==> src/rtl/rx_frame_sequencer.sv <==
// rx_frame_sequencer: wraps a raw 32-bit sample stream into framer words
// (header, timestamp MSB/LSB, NB_SAMPLES payload words, FCS). A small sample
// buffer absorbs the four overhead words of each frame.
module rx_frame_sequencer #(
    parameter int unsigned NB_SAMPLES = 256,
    parameter int unsigned BUF_AW     = 3
) (
    input  logic        i_clk,
    input  logic        i_reset,
    input  logic        i_enable,
    input  logic        i_sample_valid,
    input  logic [31:0] i_sample,
    input  logic        i_fifo_full,
    output logic [3:0]  o_data_tag,
    output logic [31:0] o_data,
    output logic        o_frame_active,
    output logic [15:0] o_overflow_cnt,
    output logic [15:0] o_frames_sent
);

    localparam int unsigned DEPTH = 1 << BUF_AW;
    localparam int unsigned CNT_W = 10;
    localparam int unsigned LVL_W = BUF_AW + 1;

    localparam logic [LVL_W-1:0] FULL_LVL = LVL_W'(DEPTH);
    localparam logic [CNT_W-1:0] CNT_LOAD = CNT_W'(NB_SAMPLES - 1);

    localparam logic [3:0] TAG_NONE = 4'd0;
    localparam logic [3:0] TAG_HDR  = 4'd2;
    localparam logic [3:0] TAG_TSM  = 4'd4;
    localparam logic [3:0] TAG_TSL  = 4'd6;
    localparam logic [3:0] TAG_FCS  = 4'd8;
    localparam logic [3:0] TAG_PAY  = 4'd15;

    typedef enum logic [2:0] {
        ST_IDLE,
        ST_HDR,
        ST_TSM,
        ST_TSL,
        ST_PAY,
        ST_FCS
    } state_e;

    state_e              state_q, state_d;
    logic [CNT_W-1:0]    cnt_q, cnt_d;
    logic [BUF_AW-1:0]   wr_ptr_q, wr_ptr_d;
    logic [BUF_AW-1:0]   rd_ptr_q, rd_ptr_d;
    logic [LVL_W-1:0]    level_q, level_d;
    logic [15:0]         ovf_q, ovf_d;
    logic [15:0]         frames_q, frames_d;
    logic [31:0]         buf_mem [DEPTH];

    logic       buf_empty;
    logic       buf_full;
    logic [3:0] tag_c;
    logic       consume;
    logic       pop;
    logic       push_req;
    logic       push;
    logic       drop;

    // Tag/data decode from registered state and buffer head only
    always_comb begin
        buf_empty = (level_q == '0);
        buf_full  = (level_q == FULL_LVL);
        tag_c     = TAG_NONE;
        unique case (state_q)
            ST_HDR:  tag_c = TAG_HDR;
            ST_TSM:  tag_c = TAG_TSM;
            ST_TSL:  tag_c = TAG_TSL;
            ST_PAY:  tag_c = buf_empty ? TAG_NONE : TAG_PAY;
            ST_FCS:  tag_c = TAG_FCS;
            default: tag_c = TAG_NONE;
        endcase
    end

    // Handshake: consume, buffer pop/push and overflow drop
    always_comb begin
        consume  = (tag_c != TAG_NONE) && !i_fifo_full;
        pop      = consume && (state_q == ST_PAY);
        push_req = i_sample_valid && i_enable;
        push     = push_req && (!buf_full || pop);
        drop     = push_req && !push;
    end

    // Frame sequencing FSM next state and payload counter
    always_comb begin
        state_d  = state_q;
        cnt_d    = cnt_q;
        frames_d = frames_q;
        unique case (state_q)
            ST_IDLE: if (i_enable) state_d = ST_HDR;
            ST_HDR:  if (consume) state_d = ST_TSM;
            ST_TSM:  if (consume) state_d = ST_TSL;
            ST_TSL: begin
                if (consume) begin
                    state_d = ST_PAY;
                    cnt_d   = CNT_LOAD;
                end
            end
            ST_PAY: begin
                if (consume) begin
                    if (cnt_q == '0) state_d = ST_FCS;
                    else             cnt_d   = cnt_q - CNT_W'(1);
                end
            end
            ST_FCS: begin
                if (consume) begin
                    frames_d = frames_q + 16'd1;
                    state_d  = i_enable ? ST_HDR : ST_IDLE;
                end
            end
            default: state_d = ST_IDLE;
        endcase
    end

    // Buffer pointers, occupancy and saturating overflow counter
    always_comb begin
        wr_ptr_d = wr_ptr_q;
        rd_ptr_d = rd_ptr_q;
        level_d  = level_q;
        ovf_d    = ovf_q;
        if (push) wr_ptr_d = wr_ptr_q + BUF_AW'(1);
        if (pop)  rd_ptr_d = rd_ptr_q + BUF_AW'(1);
        if (push && !pop)      level_d = level_q + LVL_W'(1);
        else if (pop && !push) level_d = level_q - LVL_W'(1);
        if (drop && (ovf_q != 16'hFFFF)) ovf_d = ovf_q + 16'd1;
    end

    // Control state registers
    always_ff @(posedge i_clk or posedge i_reset) begin
        if (i_reset) begin
            state_q  <= ST_IDLE;
            cnt_q    <= '0;
            wr_ptr_q <= '0;
            rd_ptr_q <= '0;
            level_q  <= '0;
            ovf_q    <= '0;
            frames_q <= '0;
        end else begin
            state_q  <= state_d;
            cnt_q    <= cnt_d;
            wr_ptr_q <= wr_ptr_d;
            rd_ptr_q <= rd_ptr_d;
            level_q  <= level_d;
            ovf_q    <= ovf_d;
            frames_q <= frames_d;
        end
    end

    // Sample storage; contents are don't-care until the pointers mark them valid
    always_ff @(posedge i_clk) begin
        if (push) buf_mem[wr_ptr_q] <= i_sample;
    end

    assign o_data_tag     = tag_c;
    assign o_data         = (tag_c == TAG_PAY) ? buf_mem[rd_ptr_q] : 32'd0;
    assign o_frame_active = (state_q != ST_IDLE);
    assign o_overflow_cnt = ovf_q;
    assign o_frames_sent  = frames_q;

endmodule
==> config.mk <==
export PLATFORM = sky130hd
export DESIGN_NAME = rx_frame_sequencer
export DESIGN_NICKNAME = d
export VERILOG_FILES = /design/src/rtl/rx_frame_sequencer.sv
export SDC_FILE = /design/constraint.sdc
export NUM_CORES = 1
export LEC_CHECK = 0
export CAP_MARGIN = 20
export CORE_MARGIN = 2
export CORE_UTILIZATION = 40
export CTS_CLUSTER_SIZE = 20
export DETAILED_ROUTE_END_ITERATION = 12
export PLACE_DENSITY_LB_ADDON = 0.3
export SKIP_LAST_GASP = 1
export SLEW_MARGIN = 20
export SYNTH_ARGS = -nofsm -noshare
export SYNTH_HDL_FRONTEND = slang
export SYNTH_SLANG_ARGS = --single-unit
==> constraint.sdc <==
create_clock -name i_clk -period 6.4 [get_ports i_clk]
set_clock_uncertainty 0.2 [all_clocks]
set_input_delay 1.28 -clock i_clk [delete_from_list [all_inputs] [get_ports i_clk]]
set_output_delay 1.28 -clock i_clk [all_outputs]
set_load 0.05 [all_outputs]
==> results_dict.tcl, run 1 <==
set metrics [dict create \
    status "finished clean" \
    syn-cell-area_mm2 0.0125 \
    syn-mean-instance-area_um2 18.5 \
    initial_core_util 0.407 \
    drt-wirelength-per-cell_um 19.8 \
    grt_pass1_vias 6606 \
    die_w_um 181 \
    synth_seq_cells 311 \
    hold_path.class "reg -> reg" \
    drcViolationCount 0 \
    cts_hold_buffers 0 \
    r2r_slack_ns 3.13 \
    cp-start-kind "register" \
    cpPeakStageDelay_ns 0.93 \
    firstDrtPassIters 4 \
    clkPwrFrac 0.310 \
    cts_max_path_buffers 3 \
    gr-total-overflow 0 \
    vdd_drop_max_mv 0.290 \
    finalMaxSlewViolations 0 \
    postCtsSetupBuffers 0 \
    grt_usage 0.151 \
    period_share 0.765 \
    critPathMaxFanout 35 \
    fin_util 0.495 \
    internal_power_mw 4.23 \
    gp_congestion 0.753 \
    area_delta_synth_final_pct 21.5 \
    crit_family "buffers and inverters" \
    synth_area_leaders "edfxtp_1 (62%), mux4_2 (12%), dfrtp_1 (11%)" \
    worst_pin_slew_ns 0.789 \
    synth_compound_area_frac 0.0108 \
    yosysSeqAreaShare 0.726 \
    p_total_mw 6.02 \
    synth_xor_area_frac 0.0302 \
    dp_hpwl_um 14400 \
    setup_tns_ns 0 \
    synth.largest_area_cell "edfxtp_1" \
    antenna_left 0 \
    cts_buffers 34 \
    fin_crit_ns 4.90 \
    via_per_inst 5.21 \
    crit_path_end_kind "primary output" \
    yosysWarnings 0 \
    critPathSlowestCell "dfrtp_4" \
    crit_arrival_ns 3.42 \
    synth_edf_count 256 \
    power.switching_mw 1.79 \
    total_leakage_power_nw 5.03 \
    antenna_found_initial 1 \
    rsz0062_at_grt "false" \
    clock_latency_ns 0.50 \
    worstPathBufferInverterCount 2 \
    synthSimpleGateAreaFrac 0.0646 \
    drive_gt1_frac 0.186 \
    synth_fa_ha_area_frac 0.00962 \
    routed-via-count 6381 \
    required_ns 4.92 \
    synth_top_area_share 0.616 \
    p_sw_frac 0.298 \
    n_antenna_cell 0 \
    synth_mux_area_frac 0.146 \
    core-area_mm2 0.0307 \
    synthArstFlopShare 0.177 \
    timing.hold.ws_ns 0.270 \
    syn-instance-count 675 \
    die_h_um 181 \
    combPwrFrac 0.247 \
    fmax_ghz 0.204 \
    wl_um 24200 \
    dieArea_mm2 0.0326 \
    cts.sink_count 311 \
    seqPwrFrac 0.442 \
    nets 851 \
    powerDensity_mw_per_mm2 397 \
    yosysMostFrequentCell "edfxtp_1" \
    cts_tree "done" \
    root_buffer "clkbuf_16" \
    io_pins 106 \
    grt_max_degree 56 \
    setup_viol 0 \
    hold_violations 0 \
    htreeDepth 2 \
    path_class "reg -> out" \
    port_buffers 105 \
    synth_ff_type "edfxtp_1" \
    grt_pass1_wl_um 38500 \
    fp-row-count 64 \
    path_clk_slew_ns 0.06 \
    max_cap_viol_count 0 \
    yosysUniqueCellTypes 49 \
    synth_fp_nets 721 \
    cts_resized 0 \
    slew_headroom 0.473 \
    synth_top_family_by_area "multiplexers" \
    drt_iter0_drc 428 \
    synth_common_cells "edfxtp_1 (256), mux4_2 (64), dfrtp_1 (55)" \
    path_cells "buf_12 -> mux4_2 -> mux2i_1 -> nor2_1 -> clkdlybuf4s50_1" \
]
[path summary, 6_finish.rpt]
| path | startpoint | end | cells after the start |
|---|---|---|---|
| worst max-delay path | rd_ptr_q[0] | o_data[2] | 5 |
| worst min-delay path | o_frames_sent[15] | o_frames_sent[15] | 1 |
| worst max register to register | state_q[2] | buf_mem[5][30] | 6 |
| worst min register to register | o_frames_sent[15] | o_frames_sent[15] | 1 |
| max in group asynchronous | i_reset | rd_ptr_q[0] | 3 |
| min in group asynchronous | i_reset | o_frames_sent[0] | 3 |
[logic make-up (layout without fill, tap and decap cells)]
family,after synthesis,after routing
flip-flops,311,311
AND/OR/NAND/NOR,155,155
adder cells (fa/ha/maj),9,9
XOR/XNOR,43,43
multiplexers,101,101
buffers and inverters,38,192
AO/OA/AOI/OAI,18,18
[layout make-up]
cell class	count	area, um2
Sequential cell	311	9070
Fill cell	2546	15500
Clock inverter	14	160
Clock buffer	46	906
Inverter	10	40.0
Timing Repair Buffer	122	1190
Tap cell	396	495
Multi-Input combinational cell	326	3310
[power groups by stage]
stage	Sequential, mW	Combinational [mW]	Clock (mW)
final	2.66	1.49	1.87
after global routing	2.70	1.61	2.01
after CTS	2.67	1.52	1.92
after detailed placement	2.71	1.52	0
after global placement	2.70	1.51	0
after floorplan	2.59	1.16	0
[layer usage]
metal	track usage	up-vias	part of all wire
met2	0.244	201	0.48
met4	0.0303	2	0.014
met1	0.212	3228	0.43
met5	0	-	0.00054
met3	0.0338	31	0.073
li1	-	2919	-
[state kept, by name, indices dropped and copies added, names as in the netlist]
name and cells:
buf_mem 256, wr_ptr_q 3, o_frames_sent 16, cnt_q 10
level_q 4, rd_ptr_q 3, state_q 3, o_overflow_cnt 16
[stage by stage]
stage	worst slack [ns]	cell area (um2)	instances
finish	1.50	15200	1225
global route	1.25	15200	1225
CTS	1.41	15200	1225
detailed placement	1.79	14100	1165
global placement	1.86	14100	1165
floorplan	0.207	12500	675
[cell usage in the layout, fill, tap and decap left out, drive strengths merged, types with 3 or more instances in the layout]
cell type and instances:
nor4 6, xnor2 32, clkbuf 46, mux2 5, nor2 53, o21ai 3, xor2 11, and3 9
nor3b 3, a21oi 5, nand3 8, clkdlybuf4s50 105, nand4 15, clkinv 8, or3 3, nand2 32
bufinv 3, nand2b 5, dfrtp 55, inv 12, ha 8, mux2i 32, buf 17, nor3 11
edfxtp 256, mux4 64
(Power assumes the default switching activity.)
==> run 2: changes to the inputs <==
Clock period 6.4 ns to 4.8 ns, I/O delays scaled along.
==> run 2 against run 1 <==
Net effect: critical path depth unchanged; core utilization grew 0.64 points; cell area up 1.3%; worst setup slack got worse by 1.0 ns; clock-buffer cell count stayed put; via count rose by 0.60%; clock power up 43%; global-route usage fell by 0.056 points; non-clock buffer count rose by 10.
==> results_dict.tcl, run 2 (synthesized netlist as in run 1, its figures left out) <==
set metrics [dict create \
    status "finished clean" \
    drt_iter0_drc 400 \
    die_w_um 181 \
    grt_pass1_wl_um 38300 \
    cpPeakStageDelay_ns 0.76 \
    hold_path.class "reg -> reg" \
    initial_core_util 0.407 \
    dieArea_mm2 0.0326 \
    fin_crit_ns 4.33 \
    fp-row-count 64 \
    crit_path_end_kind "primary output" \
    cts_resized 0 \
    slew_headroom 0.468 \
    gp_congestion 0.732 \
    nets 861 \
    final_cell_mix "edfxtp_1 (256), clkdlybuf4s50_1 (105), mux4_2 (64)" \
    seqPwrFrac 0.427 \
    routed-via-count 6419 \
    antenna_found_initial 3 \
    fmax_ghz 0.231 \
    via_per_inst 5.20 \
    grt_pass1_vias 6630 \
    clkPwrFrac 0.323 \
    critPathSlowestCell "dfrtp_4" \
    internal_power_mw 5.87 \
    dp_hpwl_um 15000 \
    largest_reg_flops 256 \
    power.switching_mw 2.39 \
    fin_util 0.501 \
    grt_usage 0.150 \
    vdd_drop_max_mv 0.289 \
    cts.sink_count 311 \
    port_buffers 105 \
    max_cap_viol_count 0 \
    io_pins 106 \
    period_share 0.901 \
    worst_pin_slew_ns 0.796 \
    rsz0062_at_grt "false" \
    layout_commonest_cell "edfxtp_1" \
    p_sw_frac 0.290 \
    cts_buffers 34 \
    path_class "reg -> out" \
    cts_tree "done" \
    post_dp_cell_area_mm2 0.0142 \
    wl_um 24100 \
    critPathMaxFanout 25 \
    cp-start-kind "register" \
    setup_tns_ns 0 \
    antenna_left 0 \
    cts_hold_buffers 0 \
    clock_latency_ns 0.49 \
    root_buffer "clkbuf_16" \
    final_area_mm2 0.0154 \
    finalMaxSlewViolations 0 \
    core-area_mm2 0.0307 \
    drcViolationCount 0 \
    largest_register "buf_mem" \
    drt-wirelength-per-cell_um 19.5 \
    path_clk_slew_ns 0.06 \
    hold_violations 0 \
    htreeDepth 2 \
    cts_max_path_buffers 3 \
    gr-total-overflow 0 \
    drive_gt1_frac 0.200 \
    grt_max_degree 38 \
    total_leakage_power_nw 5.14 \
    crit_arrival_ns 3.17 \
    postCtsSetupBuffers 0 \
    firstDrtPassIters 5 \
    combPwrFrac 0.250 \
    path_cells "buf_12 -> mux4_2 -> mux2i_1 -> nor2_1 -> clkdlybuf4s50_1" \
    area_delta_synth_final_pct 23.1 \
    powerDensity_mw_per_mm2 538 \
    setup_viol 0 \
    required_ns 3.64 \
    die_h_um 181 \
]
## run 2: changes by cell type in the layout (fill, tap and decap cells not counted), sizes merged
| cell | delta |
|---|---|
| clkinvlp | -1 |
| inv | -1 |
| diode | +1 |
| bufinv | +3 |
| clkinv | -2 |
| buf | +10 |
## run 2: cell type report
cell class	count	area [um2]
repair buffers	132	1280
clock inverters	13	216
well taps	396	495
clock buffers	46	937
multi-input cells	326	3330
fillers	2515	15300
diodes	1	2.50
flip-flops and latches	311	9070
inverters	10	40.0
## run 2: routing by layer
layer / up-vias / GRT usage / share of wire
met1: 3295 / 0.213 / 0.46
met5: - / 0 / 0.0012
li1: 2933 / - / -
met3: 35 / 0.0346 / 0.056
met2: 152 / 0.237 / 0.47
met4: 4 / 0.0374 / 0.017
## run 2: metrics by stage
| step | std cells | power [mW] | setup slack (ns) | hold WS, ns |
|---|---|---|---|---|
| CTS | 1234 | 8.38 | 0.402 | 0.273 |
| finish | 1235 | 8.26 | 0.474 | 0.266 |
| global placement | 1175 | 5.68 | 0.765 | 0.261 |
| floorplan | 675 | 5.01 | 0.0217 | 0.267 |
| detailed placement | 1175 | 5.69 | 0.750 | 0.266 |
| global route | 1234 | 8.64 | 0.276 | 0.296 |
## run 2: worst max-delay path, delay by kind of cell (launching register included)
| family | cells | cell delay, ns |
|---|---|---|
| buffers and inverters | 2 | 1.02 |
| DFF | 1 | 0.76 |
| muxes | 2 | 0.81 |
| and+or+nand+nor | 1 | 0.07 |
## run 2: path summary, 6_finish.rpt
check	slack (ns)	startpoint	cells past startpoint	to
hold reg to reg	0.27	o_frames_sent[15]	1	o_frames_sent[15]
min in group asynchronous	0.75	i_reset	2	o_frames_sent[0]
setup reg to reg	1.71	state_q[2]	11	level_q[3]
setup / recovery	0.47	rd_ptr_q[0]	5	o_data[28]
max in group asynchronous	2.90	i_reset	3	o_overflow_cnt[12]
hold / removal	0.27	o_frames_sent[15]	1	o_frames_sent[15]
## run 2: power by group through the flow
| stage | logic [mW] | clock network [mW] | registers, mW |
|---|---|---|---|
| finish | 2.06 | 2.67 | 3.53 |
| global route | 2.23 | 2.83 | 3.58 |
| CTS | 2.11 | 2.73 | 3.54 |
| detailed placement | 2.10 | 0 | 3.59 |
| global placement | 2.10 | 0 | 3.58 |
| floorplan | 1.56 | 0 | 3.45 |
==> run 3: changes to the inputs <==
Settings changed: CTS_CLUSTER_SIZE 20 to default.
==> results of run 3 <==
No change in the layout: final DEF, timing and power equal those of run 2.
